===== src/rtl/reg_file_ctrl.sv =====
// rtl/reg_file_ctrl.sv - initiator for a single-port register file: read, write, fetch-and-add, swap
module reg_file_ctrl #(
   parameter int DATA_W = 8,
   parameter int ADDR_W = 3
) (
   input  logic              i_clk,
   input  logic              i_rst,
   input  logic              i_req_valid,
   output logic              o_req_ready,
   input  logic [1:0]        i_req_op,
   input  logic [ADDR_W-1:0] i_req_addr,
   input  logic [DATA_W-1:0] i_req_wdata,
   output logic              o_rsp_valid,
   input  logic              i_rsp_ready,
   output logic [DATA_W-1:0] o_rsp_data,
   output logic              o_rf_rw,
   output logic [ADDR_W-1:0] o_rf_register,
   output logic [DATA_W-1:0] o_rf_data_in,
   input  logic [DATA_W-1:0] i_rf_data_out
);

   localparam logic [1:0] OP_READ  = 2'b00;
   localparam logic [1:0] OP_WRITE = 2'b01;
   localparam logic [1:0] OP_FADD  = 2'b10;

   typedef enum logic [2:0] {
      IDLE = 3'd0,
      RD   = 3'd1,
      CAP  = 3'd2,
      WR   = 3'd3,
      RSP  = 3'd4
   } state_t;

   state_t            r_state;
   state_t            w_state_nxt;
   logic [1:0]        r_op;
   logic [ADDR_W-1:0] r_addr;
   logic [DATA_W-1:0] r_wdata;
   logic [DATA_W-1:0] r_old;

   logic              w_accept;
   logic [1:0]        w_op;
   logic [ADDR_W-1:0] w_addr;
   logic [DATA_W-1:0] w_wdata;
   logic [DATA_W-1:0] w_old;
   logic [DATA_W-1:0] w_sum;

   logic              w_req_ready;
   logic              w_rsp_valid;
   logic [DATA_W-1:0] w_rsp_data;
   logic              w_rf_rw;
   logic [ADDR_W-1:0] w_rf_register;
   logic [DATA_W-1:0] w_rf_data_in;

   // Next state plus the registered-output values that belong to that next state.
   // Request fields are taken straight from the ports on the accept edge, otherwise
   // from the latched copies, so mid-op changes on the request bus are ignored.
   always_comb begin
      w_state_nxt   = r_state;
      w_accept      = i_req_valid && o_req_ready && (r_state == IDLE);
      w_op          = w_accept ? i_req_op    : r_op;
      w_addr        = w_accept ? i_req_addr  : r_addr;
      w_wdata       = w_accept ? i_req_wdata : r_wdata;
      w_old         = (r_state == CAP) ? i_rf_data_out : r_old;
      w_sum         = w_old + w_wdata;
      w_req_ready   = 1'b0;
      w_rsp_valid   = 1'b0;
      w_rsp_data    = '0;
      w_rf_rw       = 1'b0;
      w_rf_register = '0;
      w_rf_data_in  = '0;

      case (r_state)
         IDLE: if (w_accept) w_state_nxt = (i_req_op == OP_WRITE) ? WR : RD;
         RD:   w_state_nxt = CAP;
         CAP:  w_state_nxt = (r_op == OP_READ) ? RSP : WR;
         WR:   w_state_nxt = RSP;
         RSP:  if (i_rsp_ready) w_state_nxt = IDLE;
         default: w_state_nxt = IDLE;
      endcase

      case (w_state_nxt)
         IDLE: w_req_ready = 1'b1;
         RD:   w_rf_register = w_addr;
         WR: begin
            w_rf_rw       = 1'b1;
            w_rf_register = w_addr;
            w_rf_data_in  = (w_op == OP_FADD) ? w_sum : w_wdata;
         end
         RSP: begin
            w_rsp_valid = 1'b1;
            if (r_state == RSP)
               w_rsp_data = o_rsp_data;
            else if (w_op == OP_WRITE)
               w_rsp_data = '0;
            else
               w_rsp_data = w_old;
         end
         default: w_req_ready = 1'b0;
      endcase
   end

   // State, request latches, captured old value and all registered outputs.
   always_ff @(posedge i_clk) begin
      if (i_rst) begin
         r_state       <= IDLE;
         r_op          <= '0;
         r_addr        <= '0;
         r_wdata       <= '0;
         r_old         <= '0;
         o_req_ready   <= 1'b1;
         o_rsp_valid   <= 1'b0;
         o_rsp_data    <= '0;
         o_rf_rw       <= 1'b0;
         o_rf_register <= '0;
         o_rf_data_in  <= '0;
      end else begin
         r_state       <= w_state_nxt;
         o_req_ready   <= w_req_ready;
         o_rsp_valid   <= w_rsp_valid;
         o_rsp_data    <= w_rsp_data;
         o_rf_rw       <= w_rf_rw;
         o_rf_register <= w_rf_register;
         o_rf_data_in  <= w_rf_data_in;
         if (w_accept) begin
            r_op    <= i_req_op;
            r_addr  <= i_req_addr;
            r_wdata <= i_req_wdata;
         end
         if (r_state == CAP) r_old <= i_rf_data_out;
      end
   end

endmodule


===== config.mk =====
export PLATFORM = sky130hd
export DESIGN_NAME = reg_file_ctrl
export DESIGN_NICKNAME = d
export VERILOG_FILES = /design/src/rtl/reg_file_ctrl.sv
export SDC_FILE = /design/constraint.sdc
export NUM_CORES = 1
export LEC_CHECK = 0
export CORE_ASPECT_RATIO = 1.2
export CORE_UTILIZATION = 40
export DETAILED_ROUTE_END_ITERATION = 16
export GPL_ROUTABILITY_DRIVEN = 0
export PLACE_DENSITY = 0.66
export SYNTH_ARGS = -nofsm -noshare
export SYNTH_HDL_FRONTEND = slang
export SYNTH_SLANG_ARGS = --single-unit

===== constraint.sdc =====
create_clock -name i_clk -period 3.7 [get_ports i_clk]
set_clock_uncertainty 0.2 [all_clocks]
set_input_delay 0.74 -clock i_clk [delete_from_list [all_inputs] [get_ports i_clk]]
set_output_delay 0.74 -clock i_clk [all_outputs]
set_load 0.005 [all_outputs]

; ---- Word level (Yosys, flattened, before mapping)
; Index checks and enable logic that the tools add are counted.
[word_totals]
mem_count = 0
register_bits = 46
latch_bits = 0
out_inout_bits = 22
elab_cells = 48
rom_bits = 0
mem_bits_rw = 0
inputBits = 25
[op_classes]
eq_ne = 10
n_mul = 0
div_mod_pow = 0
shifts = 0
addsub = 1
n_lt_le_gt_ge = 0
bitwise_logic = 3
mux = 14
reduce_logical = 9
[op_table]
columns = cell, n
row1 = two-way mux 8 bit, 4
row2 = one-hot mux 3 bit (5 select lines), 1
row3 = two-way mux 3 bit, 4
row4 = == test 3 x 2 -> 1 bit (second input constant), 3
row5 = adder 8 bit, 1
row6 = OR reduction 2 bit, 4
row7 = == test 3 x 1 -> 1 bit (second input constant), 2
row8 = == test 3 bit (second input constant), 2
row9 = logical NOT 3 bit, 2
row10 = == test 2 x 1 -> 1 bit (second input constant), 2
row11 = two-way mux 2 bit, 2
row12 = two-way mux 1 bit, 3
row13 = NOT 1 bit, 3
row14 = == test 2 bit (second input constant), 1
row15 = logical AND 1 bit, 2
row16 = logical NOT 2 bit, 1

; ---- Logic depth before layout (Yosys ltp)
; Gate-level depths: netlist of the first run.
[logic_depth]
depth_word = 8
depth_mapped = 16
depth_no_buf = 13

; ---- Least setup slack after synthesis of the first run
; OpenSTA, ideal clock, no wires.
[synth_timing]
path_type = input to register
from = in i_req_valid
to = reg o_rf_data_in[6]
path_stages = 15
setup_slack_ps = 208
t_required_ps = 3373
arrival_ps = 3165
setup_ps = 127
n_path_buf = 2
cell_sequence = nand4bb_1 -> nand2b_1 -> buf_2 -> buf_2 -> mux2i_1 -> inv_1 -> ha_1 -> fa_1 -> a21o_1 -> a21oi_1 -> o21bai_1 -> a21oi_1 -> xnor2_1 -> mux2i_1 -> nor2_1
[synth_via]
elab_cells_between_ends = 12
classes_between = 1 x add/sub / 2 x eq/ne / 5 x mux / 1 x bitwise / 3 x reduce/logical
[synth_lines]
columns = item, line
row1 = "start, declared", 8  ; input logic i_req_valid,
row2 = logical AND 1 bit (2 in series), 60  ; w_accept = i_req_valid && o_req_ready && (r_state == IDLE);
row3 = two-way mux 8 bit, -
row4 = via w_wdata[0], 44  ; logic [DATA_W-1:0] w_wdata;
row5 = adder 8 bit, 65  ; w_sum = w_old + w_wdata;
row6 = two-way mux 8 bit, 88  ; w_rf_data_in = (w_op == OP_FADD) ? w_sum : w_wdata;
row7 = "end signal, assigned", 124  ; o_rf_data_in <= w_rf_data_in;
row8 = "end, declared", 18  ; output logic [DATA_W-1:0] o_rf_data_in,
; The timed path passes the listed nets, and every way through them passes these cells.
; A chain may end at the register's enable or synchronous reset.

; ---- Final worst setup path of the first run
[layout_timing]
from = in i_req_valid
to = reg o_rf_data_in[5]
; Same word-level chain as after synthesis.

==> reports/qor.yml, run 1 <==
worst_setup_path:
  cp_data_required_time_ns: 3.73
  r2r_cells: 12
  r2r-start: "r_state[0]"
  crit_path_start_kind: "input pin"
  path_class: "in2reg"
  r2r-end: "o_rf_data_in[5]"
  reg2reg_slack_ns: 0.63
  cp.arrival_ns: 3.48
  crit_path_end_kind: "flop"
  critPathMaxFanout: 3
cells_and_area:
  postLayoutCellArea_sq_mm: 0.00268
  final_util: 0.570
  layout.nets: 308
  multi_input_area_sq_um: 935
  nFillCells: 437
  diodes: 0
  ff_latch_area_sq_um: 921
  area_growth_pct: 34.1
  drive_gt1_frac: 0.101
  final_cell_mix: "nor2_1 (52), clkdlybuf4s50_1 (46), dfxtp_1 (46)"
  layout_commonest_cell: "nor2_1"
die:
  die_y_um: 79.4
  die_w_um: 66.5
  rows: 27
  pin_count: 47
  start_util: 0.425
  dieArea_sq_mm: 0.00527
  core-area_sq_mm: 0.00470
clock_network:
  cts_tree: "built"
  cts.sinks: 46
  cts_setup_buffers: 0
  cts_buffers: 5
  clockRootBuffer: "clkbuf_8"
  clock_latency_ns: 0.30
  htreeDepth: 2
  cts-resized-gates: 0
  clock_path_buffers: 2
  clkSlewWorstSetupHoldPaths_ns: 0.08
  cts_hold_buffers: 0
routing:
  wirelength_um: 3860
  viasPerCell: 4.75
  vias: 1586
  drt.antenna.violating_nets: 0
  drc: 0
  first_pass_iters: 4
  drt-wirelength-per-cell_um: 11.6
  drt_iter0_drc: 69
grt:
  first_global_vias: 1441
  antenna_found_initial: 0
  grt_pass1_wl_um: 6530
  grt_usage: 0.164
  overflow: 0
  grt_max_degree: 14
sta:
  fmax_mhz: 290
  maxSlewViolCount: 0
  finalHoldViolations: 0
  slew_headroom: 0.541
  post-route-min-period_ns: 3.45
  tightest_slew_ns: 0.685
  setup_ws_ns: 0.248
  rsz0062_at_grt: "no"
  setup_viol: 0
  fin_crit_sh: 0.933
  tns_ns: 0
worst_hold_path:
  whs_path_depth: 2
  hold_end: "o_rsp_data[0]"
  hp-class: "reg2reg"
  worstHoldStart: "o_rsp_data[0]"
placed_design:
  dp_hpwl_um: 2930
  placed_area_sq_mm: 0.00256
  pre_cts_ws_ns: -0.0495
  portBuffers: 46
yosys:
  yosysSeqAreaShare: 0.462
  yosys_warnings: 0
  avgSynthCellArea_sq_um: 9.07
  synth_cell_types: 37
  syn_nets: 253
  ys_ff_latch: 46
  syn-cell-area_sq_mm: 0.00199
  synth_cells: 220
outcome:
  outcome: "complete, no violations"
pwr:
  p_per_area_mw_per_mm2: 505
  ir_worst_vdd_uv: 286
  leakage_nw: 1.20
  power_w: 0.00135
job:
  drv_cap: 0
worst max-delay path, stage by stage:
cell and delay (ns):
clkdlybuf4s50_1 0.47, nand4bb_1 0.14, nand2b_1 0.27, mux2i_1 0.24, inv_1 0.11, ha_1 0.30, a21o_1 0.17, a211oi_1 0.31
nor2_1 0.08, nor2_1 0.12, xnor2_1 0.09, or3_1 0.31, a21oi_1 0.14
logic make-up (layout without fill, tap and decap cells):
group,count (synthesis),in the layout,share of synthesized area
simple gates,68,68,0.156
compound gates,39,39,0.124
buf+inv,33,89,0.0696
flops,46,46,0.462
fa+ha+maj,8,8,0.0540
mux,20,20,0.108
xor+xnor,6,6,0.0263
report_power, final:
part	internal (W)	total [W]	leakage [nW]	switching, W
clock network	0.000189	0.000349	0.0575	0.000161
registers	0.000542	0.000564	0.374	0.0000224
logic	0.000214	0.000438	0.767	0.000224
total	0.000945	0.00135	1.20	0.000407
stage by stage:
step | std cells | hold WS [ns]
4_1_cts | 334 | 0.300
3_5_place_dp | 326 | 0.280
5_1_grt | 334 | 0.333
2_1_floorplan | 220 | 0.260
6_report | 334 | 0.291
3_3_place_gp | 326 | 0.270
routing by layer:
| layer | vias to the layer above | track usage | part of all wire |
|---|---|---|---|
| li1 | 833 | - | - |
| met1 | 704 | 0.212 | 0.47 |
| met2 | 41 | 0.250 | 0.45 |
| met3 | 8 | 0.0431 | 0.048 |
| met4 | 0 | 0.0787 | 0.026 |
| met5 | - | 0 | 0 |
area by class of cell:
class / instances / area share
inverters: 23 / 0.0323
multi-input cells: 141 / 0.349
repair buffers: 58 / 0.206
well taps: 58 / 0.0271
flip-flops and latches: 46 / 0.344
clock buffers: 8 / 0.0412
registers in the layout, summed over array words and instances (netlist names):
signal and cells:
o_rf_data_in 8, o_rf_rw 1, r_state 3, r_old 8, o_req_ready 1, o_rf_register 3, r_addr 3, o_rsp_valid 1
o_rsp_data 8, r_wdata 8, r_op 2
synthesized netlist by cell type:
| cell type | count | area (sq um) |
|---|---|---|
| ha_1 | 7 | 87.6 |
| buf_2 | 3 | 15.0 |
| mux2i_1 | 17 | 170 |
| a211oi_1 | 4 | 30.0 |
| nor3_1 | 2 | 10.0 |
| a21oi_1 | 18 | 90.1 |
| a2111o_1 | 1 | 11.3 |
| o21ai_0 | 4 | 20.0 |
| buf_4 | 1 | 7.51 |
| a311o_1 | 1 | 10.0 |
| dfxtp_1 | 46 | 921 |
| o21bai_1 | 1 | 7.51 |
| nor2_1 | 52 | 195 |
| buf_6 | 1 | 11.3 |
| mux2_2 | 2 | 22.5 |
| clkbuf_1 | 5 | 18.8 |
| a31oi_1 | 2 | 12.5 |
| o21a_1 | 2 | 15.0 |
| o41a_1 | 1 | 11.3 |
| or3_1 | 1 | 6.26 |
| nand2b_1 | 2 | 12.5 |
| o211ai_1 | 1 | 7.51 |
| o31a_1 | 1 | 8.76 |
| nand4bb_1 | 1 | 11.3 |
| xor2_1 | 2 | 17.5 |
| nand3_1 | 1 | 5.00 |
| inv_2 | 1 | 3.75 |
| xnor2_1 | 4 | 35.0 |
| mux2i_4 | 1 | 22.5 |
| a21o_1 | 2 | 15.0 |
| fa_1 | 1 | 20.0 |
| or2_2 | 1 | 6.26 |
| nor3b_1 | 3 | 22.5 |
| inv_1 | 22 | 82.6 |
| nor2b_1 | 2 | 12.5 |
| a211o_1 | 1 | 8.76 |
| nor3_2 | 3 | 30.0 |
worst max-delay path by stage:
stage,cells after the start,slack [ns],startpoint,endpoint
finish,13,0.25,i_req_valid,o_rf_data_in[5]
global route,14,0.03,i_req_valid,o_rf_data_in[6]
CTS,13,0.26,i_req_valid,o_rf_data_in[7]
detailed placement,13,-0.05,i_req_valid,o_rf_data_in[7]
global placement,13,-0.04,i_req_valid,o_rf_data_in[5]
floorplan,15,0.21,i_req_valid,o_rf_data_in[6]
(Power assumes the default switching activity.)
==> inputs of run 2 (changes only) <==
Clock period 3.7 ns to 4.3 ns, I/O delays scaled along.
==> reports/qor.yml, run 2 (synthesis results as in run 1) <==
outcome:
  outcome: "complete, no violations"
grt:
  antenna_found_initial: 0
  grt_pass1_wl_um: 6170
  overflow: 0
  first_global_vias: 1407
  grt_max_degree: 17
  grt_usage: 0.154
routing:
  viasPerCell: 4.77
  first_pass_iters: 4
  vias: 1549
  drt_iter0_drc: 37
  drt-wirelength-per-cell_um: 11.6
  drt.antenna.violating_nets: 0
  wirelength_um: 3760
  drc: 0
worst_setup_path:
  critPathMaxFanout: 4
  slowest_stage: "clkdlybuf4s50_1"
  crit_path_start_kind: "input pin"
  cp_data_required_time_ns: 4.33
  cp.arrival_ns: 3.71
  slowest_delay_ns: 0.45
  cp_cell_sequence: "clkdlybuf4s50_1, nand4bb_1, nand2b_1, mux2i_1, inv_1, ha_1, fa_1, a21o_1, a21oi_1, o21bai_1, a21oi_1, xnor2_1, mux2i_1, nor2_1"
  crit_buf_inv: 2
  crit_path_end_kind: "flop"
  critical_path.top_delay_family: "compound AO/OA/AOI/OAI gates"
  path_class: "in2reg"
cells_and_area:
  postLayoutCellArea_sq_mm: 0.00258
  diodes: 0
  area_growth_pct: 29.4
  layout.nets: 300
  layout_commonest_cell: "nor2_1"
  final_cell_mix: "nor2_1 (52), clkdlybuf4s50_1 (46), dfxtp_1 (46)"
  drive_gt1_frac: 0.0637
  nFillCells: 437
clock_network:
  cts_setup_buffers: 0
  cts_hold_buffers: 0
  cts.sinks: 46
  clock_latency_ns: 0.29
  cts-resized-gates: 0
  clockRootBuffer: "clkbuf_8"
  clkSlewWorstSetupHoldPaths_ns: 0.07
  htreeDepth: 2
  cts_tree: "built"
  cts_buffers: 5
  clock_path_buffers: 2
die:
  core-area_sq_mm: 0.00470
  pin_count: 47
  dieArea_sq_mm: 0.00527
  rows: 27
  start_util: 0.425
  die_y_um: 79.4
  die_w_um: 66.5
sta:
  maxSlewViolCount: 0
  setup_viol: 0
  slew_headroom: 0.591
  tightest_slew_ns: 0.610
  post-route-min-period_ns: 3.68
  hold_slack_ns: 0.295
  rsz0062_at_grt: "no"
  fin_crit_sh: 0.856
  finalHoldViolations: 0
  tns_ns: 0
  fmax_mhz: 272
worst_hold_path:
  hp-class: "reg2reg"
pwr:
  leakage_nw: 1.14
  ir_worst_vdd_uv: 200
  p_per_area_mw_per_mm2: 415
placed_design:
  dp_hpwl_um: 2960
  portBuffers: 46
  placed_area_sq_mm: 0.00250
job:
  drv_cap: 0
-- run 2: final timing paths --
path                                    start               to  slack [ns]  cells past startpoint
worst max-delay path              i_req_valid  o_rf_data_in[6]        0.62                     14
worst min-delay path            o_rsp_data[0]    o_rsp_data[0]        0.30                      2
worst max register to register     r_state[0]  o_rf_data_in[5]        1.08                     11
worst min register to register  o_rsp_data[0]    o_rsp_data[0]        0.30                      2
-- run 2: report_power, final --
group          switching, W  total, W  internal (W)  leakage [nW]
sequential        0.0000192  0.000486      0.000467         0.374
clock              0.000126  0.000238      0.000112        0.0383
combinational      0.000186  0.000347      0.000161         0.730
total              0.000331   0.00107      0.000739          1.14
-- run 2: worst reg2reg max path: cells and delay by family (launching register included) --
kind	cells	cell delay, ns
flip-flops	1	0.46
AO/OA/AOI/OAI	2	0.36
AND/OR/NAND/NOR	5	0.99
XOR/XNOR	1	0.09
multiplexers	1	0.41
buffers and inverters	1	0.30
adder cells (fa/ha/maj)	1	0.33
-- run 2: metal layers --
layer / vias up / GRT usage / wire, um
met2: 32 / 0.252 / 1740
li1: 818 / - / -
met3: 5 / 0.0230 / 137
met4: 0 / 0.0830 / 70
met1: 694 / 0.192 / 1800
met5: - / 0 / 0
-- run 2: area by class of cell --
type	count	area [sq um]	area share
Multi-Input combinational cell	141	935	0.362
Sequential cell	46	921	0.357
Timing Repair Buffer	50	490	0.190
Inverter	23	86.3	0.0334
Clock buffer	7	76.3	0.0296
Tap cell	58	72.6	0.0281
-- run 2: per-stage QoR --
| stage | setup WS, ns | cells | utilization | power [W] |
|---|---|---|---|---|
| floorplan | 0.688 | 220 | - | 0.000753 |
| global placement | 0.350 | 318 | 0.533 | 0.000840 |
| detailed placement | 0.278 | 318 | 0.533 | 0.000846 |
| CTS | 0.582 | 325 | 0.550 | 0.00108 |
| global route | 0.328 | 325 | 0.550 | 0.00115 |
| finish | 0.618 | 325 | 0.550 | 0.00107 |
